## src/rtl/button_pkg.sv

```systemverilog
// Shared definitions for the button event arbiter: arbiter state encoding,
// debounce defaults for board and simulation, and the event-id width.
package button_pkg;

  typedef enum logic {
    ST_IDLE  = 1'b0,
    ST_OFFER = 1'b1
  } arb_state_e;

  localparam int DEBOUNCE_BOARD = 250000;
  localparam int DEBOUNCE_SIM   = 4;

  function automatic int id_width(input int n);
    return (n > 1) ? $clog2(n) : 1;
  endfunction

endpackage

```

## src/rtl/debounce_chan.sv

```systemverilog
// One button channel: 2-flop synchroniser, stability counter, debounced
// level and a one-cycle pulse when the debounced level rises.
module debounce_chan #(
  parameter int DEBOUNCE_CYCLES = 4
) (
  input  logic clk,
  input  logic rst,
  input  logic btn_raw_i,
  output logic level_o,
  output logic rise_o
);

  localparam int               CNT_W    = $clog2(DEBOUNCE_CYCLES);
  localparam logic [CNT_W-1:0] CNT_LAST = CNT_W'(DEBOUNCE_CYCLES - 1);

  logic             meta_q, sync_q;
  logic             lvl_q, lvl_d;
  logic             rise_q;
  logic [CNT_W-1:0] cnt_q, cnt_d;

  always_comb begin
    // NOTE: every output of a combinational block gets a default first, so no path can infer a latch.
    lvl_d = lvl_q;
    cnt_d = '0;
    if (sync_q != lvl_q) begin
      if (cnt_q == CNT_LAST) lvl_d = ~lvl_q;
      else                   cnt_d = cnt_q + CNT_W'(1);
    end
  end

  always_ff @(posedge clk) begin
    // NOTE: non-blocking assignments so every flop samples pre-edge values (meta_q -> sync_q stays a real 2-stage chain).
    if (rst) begin
      meta_q <= 1'b0;
      sync_q <= 1'b0;
      cnt_q  <= '0;
      lvl_q  <= 1'b0;
      rise_q <= 1'b0;
    end else begin
      meta_q <= btn_raw_i;
      sync_q <= meta_q;
      cnt_q  <= cnt_d;
      lvl_q  <= lvl_d;
      rise_q <= lvl_d & ~lvl_q;
    end
  end

  assign level_o = lvl_q;
  assign rise_o  = rise_q;

endmodule

```

## src/rtl/button_event_arbiter.sv

```systemverilog
// Debounces N push buttons, latches each clean press as a pending bit and
// offers the pending events one at a time through a round-robin valid/ready port.
module button_event_arbiter
  import button_pkg::*;
#(
  parameter  int N               = 4,
  parameter  int DEBOUNCE_CYCLES = DEBOUNCE_BOARD,
  localparam int ID_W            = id_width(N)
) (
  input  logic            clk,
  input  logic            rst,
  input  logic [N-1:0]    btn_raw,
  output logic [N-1:0]    btn_level,
  output logic [N-1:0]    pending,
  output logic            evt_valid,
  output logic [ID_W-1:0] evt_id,
  input  logic            evt_ready
);

  arb_state_e      state_q, state_d;
  logic [N-1:0]    rise, pending_q, pending_d, clr_mask;
  logic [ID_W-1:0] evt_id_q, evt_id_d, ptr_q, ptr_d;
  logic            load_id, accept;

  for (genvar g = 0; g < N; g++) begin : g_chan
    debounce_chan #(
      .DEBOUNCE_CYCLES(DEBOUNCE_CYCLES)
    ) u_chan (
      .clk      (clk),
      .rst      (rst),
      .btn_raw_i(btn_raw[g]),
      .level_o  (btn_level[g]),
      .rise_o   (rise[g])
    );
  end

  // First set bit at or above start, wrapping past N-1 back to 0.
  function automatic logic [ID_W-1:0] rr_pick(input logic [N-1:0] req, input logic [ID_W-1:0] start);
    logic [N-1:0]  rot;
    logic [ID_W-1:0] off;
    logic [ID_W:0] sum;
    rot = N'({req, req} >> start);
    off = '0;
    for (int k = N - 1; k >= 0; k--) begin
      if (rot[ID_W'(k)]) off = ID_W'(k);
    end
    sum = {1'b0, start} + {1'b0, off};
    if (sum >= (ID_W+1)'(N)) sum = sum - (ID_W+1)'(N);
    return sum[ID_W-1:0];
  endfunction

  always_ff @(posedge clk) begin
    if (rst) state_q <= ST_IDLE;
    else     state_q <= state_d;
  end

  always_comb begin
    state_d = state_q;
    case (state_q)
      ST_IDLE:  if (|pending_q) state_d = ST_OFFER;
      ST_OFFER: if (evt_ready)  state_d = ST_IDLE;
      default:  state_d = ST_IDLE;
    endcase
  end

  always_comb begin
    evt_valid = 1'b0;
    load_id   = 1'b0;
    accept    = 1'b0;
    case (state_q)
      ST_IDLE:  load_id = |pending_q;
      ST_OFFER: begin
        evt_valid = 1'b1;
        accept    = evt_ready;
      end
      default: ;
    endcase
  end

  always_comb begin
    clr_mask  = accept ? (N'(1) << evt_id_q) : '0;
    // A press landing on the accept edge is a new event, so set beats clear.
    pending_d = (pending_q & ~clr_mask) | rise;
    evt_id_d  = load_id ? rr_pick(pending_q, ptr_q) : evt_id_q;
    ptr_d     = ptr_q;
    if (accept) ptr_d = (evt_id_q == ID_W'(N - 1)) ? '0 : evt_id_q + ID_W'(1);
  end

  always_ff @(posedge clk) begin
    if (rst) begin
      pending_q <= '0;
      evt_id_q  <= '0;
      ptr_q     <= '0;
    end else begin
      pending_q <= pending_d;
      evt_id_q  <= evt_id_d;
      ptr_q     <= ptr_d;
    end
  end

  assign pending = pending_q;
  assign evt_id  = evt_id_q;

endmodule

```

## config.mk

```make
export PLATFORM = sky130hd
export DESIGN_NAME = button_event_arbiter
export DESIGN_NICKNAME = d
export VERILOG_FILES = /design/src/rtl/button_pkg.sv /design/src/rtl/debounce_chan.sv /design/src/rtl/button_event_arbiter.sv
export SDC_FILE = /design/constraint.sdc
export NUM_CORES = 1
export LEC_CHECK = 0
export CAP_MARGIN = 20
export CORE_MARGIN = 5
export CORE_UTILIZATION = 46
export CTS_CLUSTER_DIAMETER = 60
export CTS_CLUSTER_SIZE = 30
export DETAILED_ROUTE_END_ITERATION = 16
export SYNTH_ARGS = -nofsm -noshare
export SYNTH_HDL_FRONTEND = slang
export SYNTH_HIERARCHICAL = 1
export SYNTH_SLANG_ARGS = --single-unit
```

## constraint.sdc

```tcl
create_clock -name clk -period 2.2 [get_ports clk]
set_clock_uncertainty 0.15 [all_clocks]
set_input_delay 0.44 -clock clk [delete_from_list [all_inputs] [get_ports clk]]
set_output_delay 0.44 -clock clk [all_outputs]
set_load 0.01 [all_outputs]
```

# Word level (Yosys, flattened, before mapping)
# Index checks and enable logic that the tools add are counted.
# classes
magnitude_cmp	1
bitwise_logic	16
reduce_logical	5
eq_ne	9
n_addsub	7
n_shift	2
mux	19
# ops
op	n
$add 18x1->18 const B	4
$eq 18x18->1 const B	4
$mux 1	13
$reduce_or 3->1	4
$not 1->1	9
$mux 2	4
$shr 8x2->2	1
$and 1x1->1	4
$and 4x4->4	1
$mux 4	1
$ne 1x1->1	4
$not 4->4	1
$or 4x4->4	1
$reduce_or 4->1	1
$shl 1x2->4 const A	1
$add 2x2->3	1
$ge 3x3->1 const B	1
$add 2x1->2 const B	1
$eq 2x2->1 const B	1
$pmux 1 s2	1
$sub 2x1->2 const B	1
# word_totals
wordCells	83
output_inout_bits	11
ff_bits	97

# Longest topological paths before layout
# Gate-level depths: netlist of the first run.
# logic_depth
depth_word	6
depth_mapped	6

# Modules after synthesis
# The synthesis of the first run kept the hierarchy.
# by_module_without_submodules
module	cells_each	seq_area_each_um2	n_inst	area_per_inst_um2
debounce_chan	106	440.4	4	965.9
button_event_arbiter	48	180.2	1	462.9

# Least setup slack after synthesis of the first run
# Ideal clock, no wire load.
# synth_timing
kind	flip-flop to flip-flop
startpoint	reg ptr_q[0]
endpoint	reg evt_id_q[1] (netlist: evt_id[1])
slack_ns	0.424
path_stages_with_launch	7
t_required_ns	1.963
arrival_time_ns	1.539
setup_time_ns	0.087
cell_sequence	dfxtp_1 -> mux4_2 -> inv_1 -> ha_1 -> xnor2_1 -> or4_1 -> o31ai_1
# synth_via
elab_chain_cells	5
elab_cells_between_ends	6
classes_between	add/sub: 2; order compare: 1; shift: 1; mux: 2
# synth_rtl
element	line_no	source
start, declared	button_event_arbiter.sv:22	logic [ID_W-1:0] evt_id_q, evt_id_d, ptr_q, ptr_d;
start signal, assigned	button_event_arbiter.sv:97	ptr_q <= ptr_d;
$shr 8x2->2	button_event_arbiter.sv:42	rot = N'({req, req} >> start);
$mux 2	button_event_arbiter.sv:45	if (rot[ID_W'(k)]) off = ID_W'(k);
$add 2x2->3 *	button_event_arbiter.sv:47	sum = {1'b0, start} + {1'b0, off};
$ge 3x3->1 / $sub 2x1->2 (equally long branches)	button_event_arbiter.sv:48	if (sum >= (ID_W+1)'(N)) sum = sum - (ID_W+1)'(N);
$mux 2 *	button_event_arbiter.sv:48	
end signal, assigned	button_event_arbiter.sv:96	evt_id_q <= evt_id_d;
end, declared	button_event_arbiter.sv:22	
# Every way passes the cells marked *; elsewhere a longest branch is shown, timed or not.
# A chain may end at the register's enable or synchronous reset.

# Worst setup path in the final report of the first run
# layout_timing
startpoint	reg state_q
endpoint	out evt_valid
# layout_via
elab_chain_cells	1
# layout_rtl
element	line_no	source
start, declared	button_event_arbiter.sv:20	arb_state_e state_q, state_d;
start signal, assigned	button_event_arbiter.sv:54	else state_q <= state_d;
$mux 1	button_event_arbiter.sv:70	case (state_q)
end, declared	button_event_arbiter.sv:15	output logic evt_valid,
# No other way between the ends.

==> summary by stage, run 1 <==
Outcome
The flow ran to the end, and the final reports show no timing, DRC or antenna violations.

Final layout
The most common cell after layout, fill and taps aside is sky130_fd_sc_hd__dfxtp_1. The final standard cell area without fillers is 4830 µm². The share of cells above drive strength 1 is 7.98%. Summing all multi-input logic gate instances after layout gives 2250 µm². The repair_antennas step left the layout with diodes totalling 0. In the layout the commonest cells are sky130_fd_sc_hd__dfxtp_1 (97), sky130_fd_sc_hd__nor2_1 (83), sky130_fd_sc_hd__xnor2_1 (61). The synthesis-to-layout area growth is 11.6%. Summing all flip-flop and latch instances after layout gives 1940 µm².

The filler cells instantiated in the layout total 875. The final net count is 513.

STA
After layout, the worst path uses 96.0% of the clock period. In the final timing run, aggregate negative setup slack is 0 ns. Setup repair after global routing left no endpoint under its margin. Setup violations remaining at the end of the flow were counted as 0. For the pin with the worst max-slew slack, the measured transition is 0.492 ns. Subtracting the final worst setup slack from the clock period gives 2.11 ns. The worst path meets setup with 0.0872 ns of slack. For this run, the top clock speed supported by timing is 0.473 GHz. The final-report max-slew violation count is 0. The final-report hold violation count is 0. In this run the tightest slew margin relative to its limit is 66.7%.

Place
Before CTS, the worst setup slack after placement is 0.299 ns. The half-perimeter wire length of the detailed placement result is 5.62 mm. The port buffer count is 17.

Summing all placed instances gives a cell area of 4630 µm². The routability congestion estimate is 0.797.

Worst setup path
The largest single stage delay on the critical path is 0.63 ns. The worst setup path is launched from a flip-flop. The cell type of the slowest stage on the worst timing path is sky130_fd_sc_hd__clkdlybuf4s50_1. The setup path with the least slack is of type reg -> out. The critical path goes through clkdlybuf4s50_1.

In this design, the largest share of critical-path delay is due to buffers and inverters. The number of buffers and inverters on the critical path is 1. The highest net fanout along the worst path is 12.

The data required time of the worst path is 1.61 ns. Data arrives at the worst endpoint at 1.52 ns. The worst setup path is captured at an output port.

Clocking
The clock latency at the later pin of the worst-skew pair is 0.35 ns. The clock-pin slew reported for the worst setup and hold paths after clock tree synthesis is 0.08 ns. The post-cts resize count is 0. The hold buffer count at CTS is 0. In this run the post-CTS setup repair buffer count came out at 0. The library cell used as clock root buffer is sky130_fd_sc_hd__clkbuf_8. The number of clock sinks is 97.

The clock tree from TritonCTS is done. The maximum number of buffers from clock root to sink is 2. The number of H-tree branching levels is 3. Counting the buffers created by CTS gives 9.

Route
The total length of routed wires is 8.09 mm. The per-cell via count in the routed design is 5.34. The number of nets with antenna violations after detailed routing is 0.

The DRC violations left is 0. The number of iterations in the first detailed-routing pass is 4. The detailed-route via count is 3,267.

The iteration-0 DRC count of the detailed router is 99. Dividing the detail-routed wire length by the instance count gives 13.2 µm.

Global routing
The maximum number of pins on one net before global-route repair is 32. The via count of the first global-routing pass is 3,046. Global routing used 14.8% of the available tracks across all layers. The first global-routing pass estimated 14.0 mm of wire.

The number of antenna violations at the first check in global routing came to 0. The total overflow left after global routing is 0.

Synthesis
The cell area after synthesis is 4330 µm². The most used flip-flop cell after synthesis is sky130_fd_sc_hd__dfxtp_1. The share of the yosys chip area belonging to registers is 44.9%. Synthesis handed over a netlist of 472 instances. The synthesized netlist net count is 488. Counting flops with an async set or reset pin after synthesis yields a share of 0%. After synthesis, the cell types taking the most area are sky130_fd_sc_hd__dfxtp_1 (45%), sky130_fd_sc_hd__xnor2_1 (12%), sky130_fd_sc_hd__nor2_1 (7.2%). The area share of the largest cell type after synthesis is 44.9%.

The post-synthesis area per instance is 9.17 µm². The number of register bits inferred by synthesis is 97. The number of enable-type register cells in the synthesized netlist is 0.

The Yosys step of the flow raised 6 warnings. The biggest area consumer among synthesized cells is sky130_fd_sc_hd__dfxtp_1. Yosys mapped the design onto 34 distinct sky130hd cell types.

Flow run
The tool flagged a number of max-cap violations equal to 0.

Floorplan
18 I/O pins were placed. The core region is 9200 µm². The overall die height is 107 µm. The number of rows created at floorplan is 35. From left edge to right edge, the die measures 107 µm. The die covers 11,400 µm². The initial utilization of the core area, before any placement, comes to 47.0%.

Pwr
The worst-case IR drop observed on VDD is 0.000305 V. The power density relative to cell area is 614 nW/µm². The cell leakage power is 1.44 nW.

Worst hold path
The worst hold path belongs to the class reg -> reg.
flip-flops by register name (all words and copies together), names as in the netlist:
| name | flops |
|---|---|
| g_chan.u_chan/level_o | 4 |
| evt_id | 2 |
| ptr_q | 2 |
| g_chan.u_chan/sync_q | 4 |
| state_q | 1 |
| g_chan.u_chan/meta_q | 4 |
| g_chan.u_chan/cnt_q | 72 |
| g_chan.u_chan/rise_o | 4 |
| pending | 4 |
area by class of cell:
cell class / count / share of cell area [%]
Multi-Input combinational cell: 346 / 46.5
Tap cell: 111 / 2.88
Inverter: 19 / 1.48
Clock inverter: 4 / 1.11
Timing Repair Buffer: 24 / 4.87
Clock buffer: 11 / 2.93
Sequential cell: 97 / 40.2
cells in the mapped netlist, types with 4 or more instances:
library cell                n
sky130_fd_sc_hd__ha_1       9
sky130_fd_sc_hd__a21oi_1   13
sky130_fd_sc_hd__nor4_1    28
sky130_fd_sc_hd__nand4_2    4
sky130_fd_sc_hd__nand2_1   10
sky130_fd_sc_hd__nand2_2    4
sky130_fd_sc_hd__nand4_1   20
sky130_fd_sc_hd__xnor2_1   61
sky130_fd_sc_hd__buf_4      4
sky130_fd_sc_hd__nor2b_1   12
sky130_fd_sc_hd__nor3b_1    4
sky130_fd_sc_hd__xor2_1     4
sky130_fd_sc_hd__nor2_1    83
sky130_fd_sc_hd__and2_1     4
sky130_fd_sc_hd__or4_1      5
sky130_fd_sc_hd__o21ai_0    4
sky130_fd_sc_hd__o31ai_1    6
sky130_fd_sc_hd__and3_1     4
sky130_fd_sc_hd__dfxtp_1   97
sky130_fd_sc_hd__inv_1     19
sky130_fd_sc_hd__nor4b_1    8
sky130_fd_sc_hd__clkbuf_1   4
sky130_fd_sc_hd__or3_1      8
sky130_fd_sc_hd__nor3_1    16
sky130_fd_sc_hd__nand4_4    4
sky130_fd_sc_hd__nand3_1   25
sky130_fd_sc_hd__o21ai_2    4
worst reg2reg max path, cell delays in order, from the launching register on:
cell and delay (ns):
sky130_fd_sc_hd__dfxtp_1 0.39, sky130_fd_sc_hd__mux4_2 0.51, sky130_fd_sc_hd__inv_1 0.07, sky130_fd_sc_hd__ha_1 0.15, sky130_fd_sc_hd__xnor2_1 0.06, sky130_fd_sc_hd__or4_1 0.39, sky130_fd_sc_hd__o31ai_1 0.08
report_power, final:
part / switching (mW) / total [mW] / internal [mW]
combinational: 0.0271 / 0.0511 / 0.0240
sequential: 0.00589 / 1.77 / 1.76
clock: 0.592 / 1.15 / 0.553
logic make-up after synthesis:
group,count (synthesis),synth area share (%)
xor+xnor,65,13.2
simple gates,242,31.4
mux,2,0.752
fa+ha+maj,9,2.60
flops,97,44.9
compound gates,28,3.99
buf+inv,29,3.21
per-stage QoR:
| step | utilization (%) | instances | total power [mW] | hold WS, ns |
|---|---|---|---|---|
| 5_1_grt | 52.5 | 612 | 3.10 | 0.314 |
| 2_1_floorplan | - | 472 | 1.83 | 0.263 |
| 6_report | 52.5 | 612 | 2.97 | 0.289 |
| 4_1_cts | 52.5 | 612 | 3.02 | 0.293 |
| 3_5_place_dp | 50.4 | 597 | 1.86 | 0.272 |
| 3_3_place_gp | 50.4 | 597 | 1.86 | 0.266 |
per-layer routing:
metal | vias up | share of wire, % | GRT usage [%]
met3 | 4 | 3.0 | 4.46
li1 | 1704 | - | -
met4 | 0 | 0.66 | 4.20
met5 | - | 0 | 0
met1 | 1516 | 52 | 20.3
met2 | 43 | 45 | 22.8
final timing paths:
kind / cells after the start / to / start / slack (ns)
worst max-delay path: 1 / evt_valid / state_q$_SDFF_PP0_ / 0.09
worst min-delay path: 2 / pending[2]$_SDFF_PP0_ / g_chan[2].u_chan/rise_o$_SDFF_PP0_ / 0.29
worst min register to register: 2 / pending[2]$_SDFF_PP0_ / g_chan[2].u_chan/rise_o$_SDFF_PP0_ / 0.29
worst max register to register: 6 / evt_id[1]$_SDFFE_PP0P_ / ptr_q[0]$_SDFFE_PP0P_ / 0.32
Note: power is estimated with default switching activity, not from simulation.
==> inputs of run 2 (changes only) <==
--- a/config.mk
+++ b/config.mk
@@ -7,10 +7,11 @@
 export LEC_CHECK = 0
 export CAP_MARGIN = 20
 export CORE_MARGIN = 5
-export CORE_UTILIZATION = 46
+export CORE_UTILIZATION = 55
 export CTS_CLUSTER_DIAMETER = 60
 export CTS_CLUSTER_SIZE = 30
 export DETAILED_ROUTE_END_ITERATION = 16
+export PLACE_DENSITY = 0.73
 export SYNTH_ARGS = -nofsm -noshare
 export SYNTH_HDL_FRONTEND = slang
 export SYNTH_HIERARCHICAL = 1
==> summary by stage, run 2 (synthesis gave the netlist of run 1 again) <==
Floorplan
The number of primary I/O pins is 18. The die boundary width is 98.7 µm. The starting density of the core is 56.3%. In this run the standard cell core region covers 7690 µm². The floorplan has 32 rows. The area of the die is 9740 µm². The die is 98.7 µm tall.

Worst setup path
Data arrives at the worst endpoint at 1.49 ns. The launch point of the critical path is state_q$_SDFF_PP0_. The highest net fanout along the worst path is 12.

The maximum cell stage delay along the critical path is 0.61 ns. STA classifies the critical path endpoint as an output port. The number of buffers and inverters on the critical path is 1. The setup path with the least slack is of type reg -> out. Among cell families on the critical path, the largest total delay comes from buffers and inverters. The worst register-to-register path begins at ptr_q[0]$_SDFFE_PP0P_. The largest individual stage delay along the critical path comes from the cell sky130_fd_sc_hd__clkdlybuf4s50_1. The critical path goes through clkdlybuf4s50_1. The data required time of the worst path is 1.61 ns. The worst setup path is launched from a flip-flop.

Pwr
The power density relative to cell area is 623 nW/µm². In this run the static leakage power is 1.44 nW. The design draws 3.00 mW. IR analysis of the VDD net gives a maximum drop of 0.000296 V.

Global routing
The wire length of the first global-routing pass is 14.2 mm. For this run, the total global-route usage over all layers was measured as 17.2%. The number of antenna violations at the first check in global routing is 0.

Entering global routing, the biggest net connects 32 pins. The total congestion overflow after global routing is 0. The via count of the first global-routing pass came to 3,219.

Flow run
The number of violations of the max-capacitance limit is 0.

STA
The highest clock rate is 0.480 GHz. At the pin with the least slew margin, the transition time is 0.461 ns. The normalized max-slew margin is 68.8%. The final-report hold violation count was 0. Subtracting the final worst setup slack from the clock period gives 2.08 ns. For the final routed database, the setup TNS stands at 0 ns.

Setup violations remaining at the end of the flow were counted as 0. Setup repair after global routing left no endpoint under its margin. The share of the clock period used by the worst path is 94.6%. The final-report max-slew violation count was 0.

Place
The port buffer count is 17. The instance area after placement is 4610 µm². At the end of routability-driven placement, the weighted congestion stood at 0.789. The HPWL after detailed placement is 5.34 mm.

Route
Dividing the detail-routed wire length by the instance count gives 12.8 µm. The number of iterations in the first detailed-routing pass is 4. Once detail routing completed, the nets flagged for antenna violations numbered 0.

After detailed routing, the number of remaining DRC violations is 0. The iteration-0 DRC count of the detailed router is 79. The final route contains 3,305 vias. The total length of routed wires is 7.70 mm. After detailed routing, the number of vias per cell comes to 5.49.

Final layout
The share of cells above drive strength 1 is 7.80%. The final net count is 511. In the layout the commonest cells are sky130_fd_sc_hd__dfxtp_1 (97), sky130_fd_sc_hd__nor2_1 (83), sky130_fd_sc_hd__xnor2_1 (61).

The final core area utilization is 62.6%. The area growth from synthesis to layout is 11.2%. The register ranked first by flip-flop count is g_chan.u_chan/cnt_q. The final standard cell area without fillers is 4810 µm². The flip-flop count of the largest register after layout is 72. Leaving out fill and tap cells, the most frequent cell in the layout is sky130_fd_sc_hd__dfxtp_1. 0 antenna diodes ended up in the layout.

Worst hold path
The start point of the worst min-delay path is g_chan[0].u_chan/rise_o$_SDFF_PP0_. The tightest min-delay check is of the reg -> reg type.

Clocking
Clock tree synthesis inserted a total of 9 buffers. Clock tree synthesis selected as its root buffer the cell sky130_fd_sc_hd__clkbuf_8. The maximum number of buffers from clock root to sink is 2. Buffers added to address setup during post-CTS repair amount to 0. The number of H-tree branching levels is 3. The post-cts resize count is 0. For the worst-skew pair, the clock arrives at the later sink with an insertion delay of 0.36 ns. The clock tree from TritonCTS is done.

Clock tree synthesis found a total of 97 sinks. The hold buffer count at CTS is 0. The clock-pin slew reported for the worst setup and hold paths after clock tree synthesis is 0.09 ns.

Outcome
The flow ran to the end, and the final reports show no timing, DRC or antenna violations.
==> run 2: cell count changes in the layout (fill, tap and decap cells not counted), sizes merged <==
| cell | before | now |
|---|---|---|
| inv | 19 | 22 |
| buf | 7 | 5 |
| clkinvlp | 2 | 0 |
==> run 2: routing by layer <==
metal	up-vias	routed length, µm	track usage (%)
met1	1558	3860	22.8
met3	8	252	4.81
met2	44	3500	27.5
met4	0	89	5.25
li1	1695	-	-
met5	-	0	0
==> run 2: final cells by class <==
class,count,area (µm²)
Tap cell,102,128
Sequential cell,97,1940
Fill cell,690,2880
Clock inverter,5,61.3
Inverter,19,71.3
Clock buffer,11,141
Timing Repair Buffer,22,220
Multi-Input combinational cell,346,2250
==> run 2: report_power, final <==
group	internal [mW]	switching [mW]	total, mW
logic	0.0234	0.0264	0.0498
clock network	0.568	0.610	1.18
registers	1.76	0.00602	1.77
total	2.35	0.643	3.00
==> run 2: metrics by stage <==
stage | hold slack [ns] | std cells | worst slack [ns]
after floorplan | 0.263 | 472 | 0.424
after global placement | 0.266 | 586 | 0.321
after detailed placement | 0.275 | 586 | 0.310
after CTS | 0.298 | 602 | 0.0869
after global routing | 0.315 | 602 | 0.0278
final | 0.295 | 602 | 0.118
==> run 2: path summary, 6_finish.rpt <==
path                             to  slack [ns]  cells past startpoint
max reg2reg  evt_id[1]$_SDFFE_PP0P_        0.33                      6
max                       evt_valid        0.12                      1
min           pending[0]$_SDFF_PP0_        0.30                      2
min reg2reg   pending[0]$_SDFF_PP0_        0.30                      2
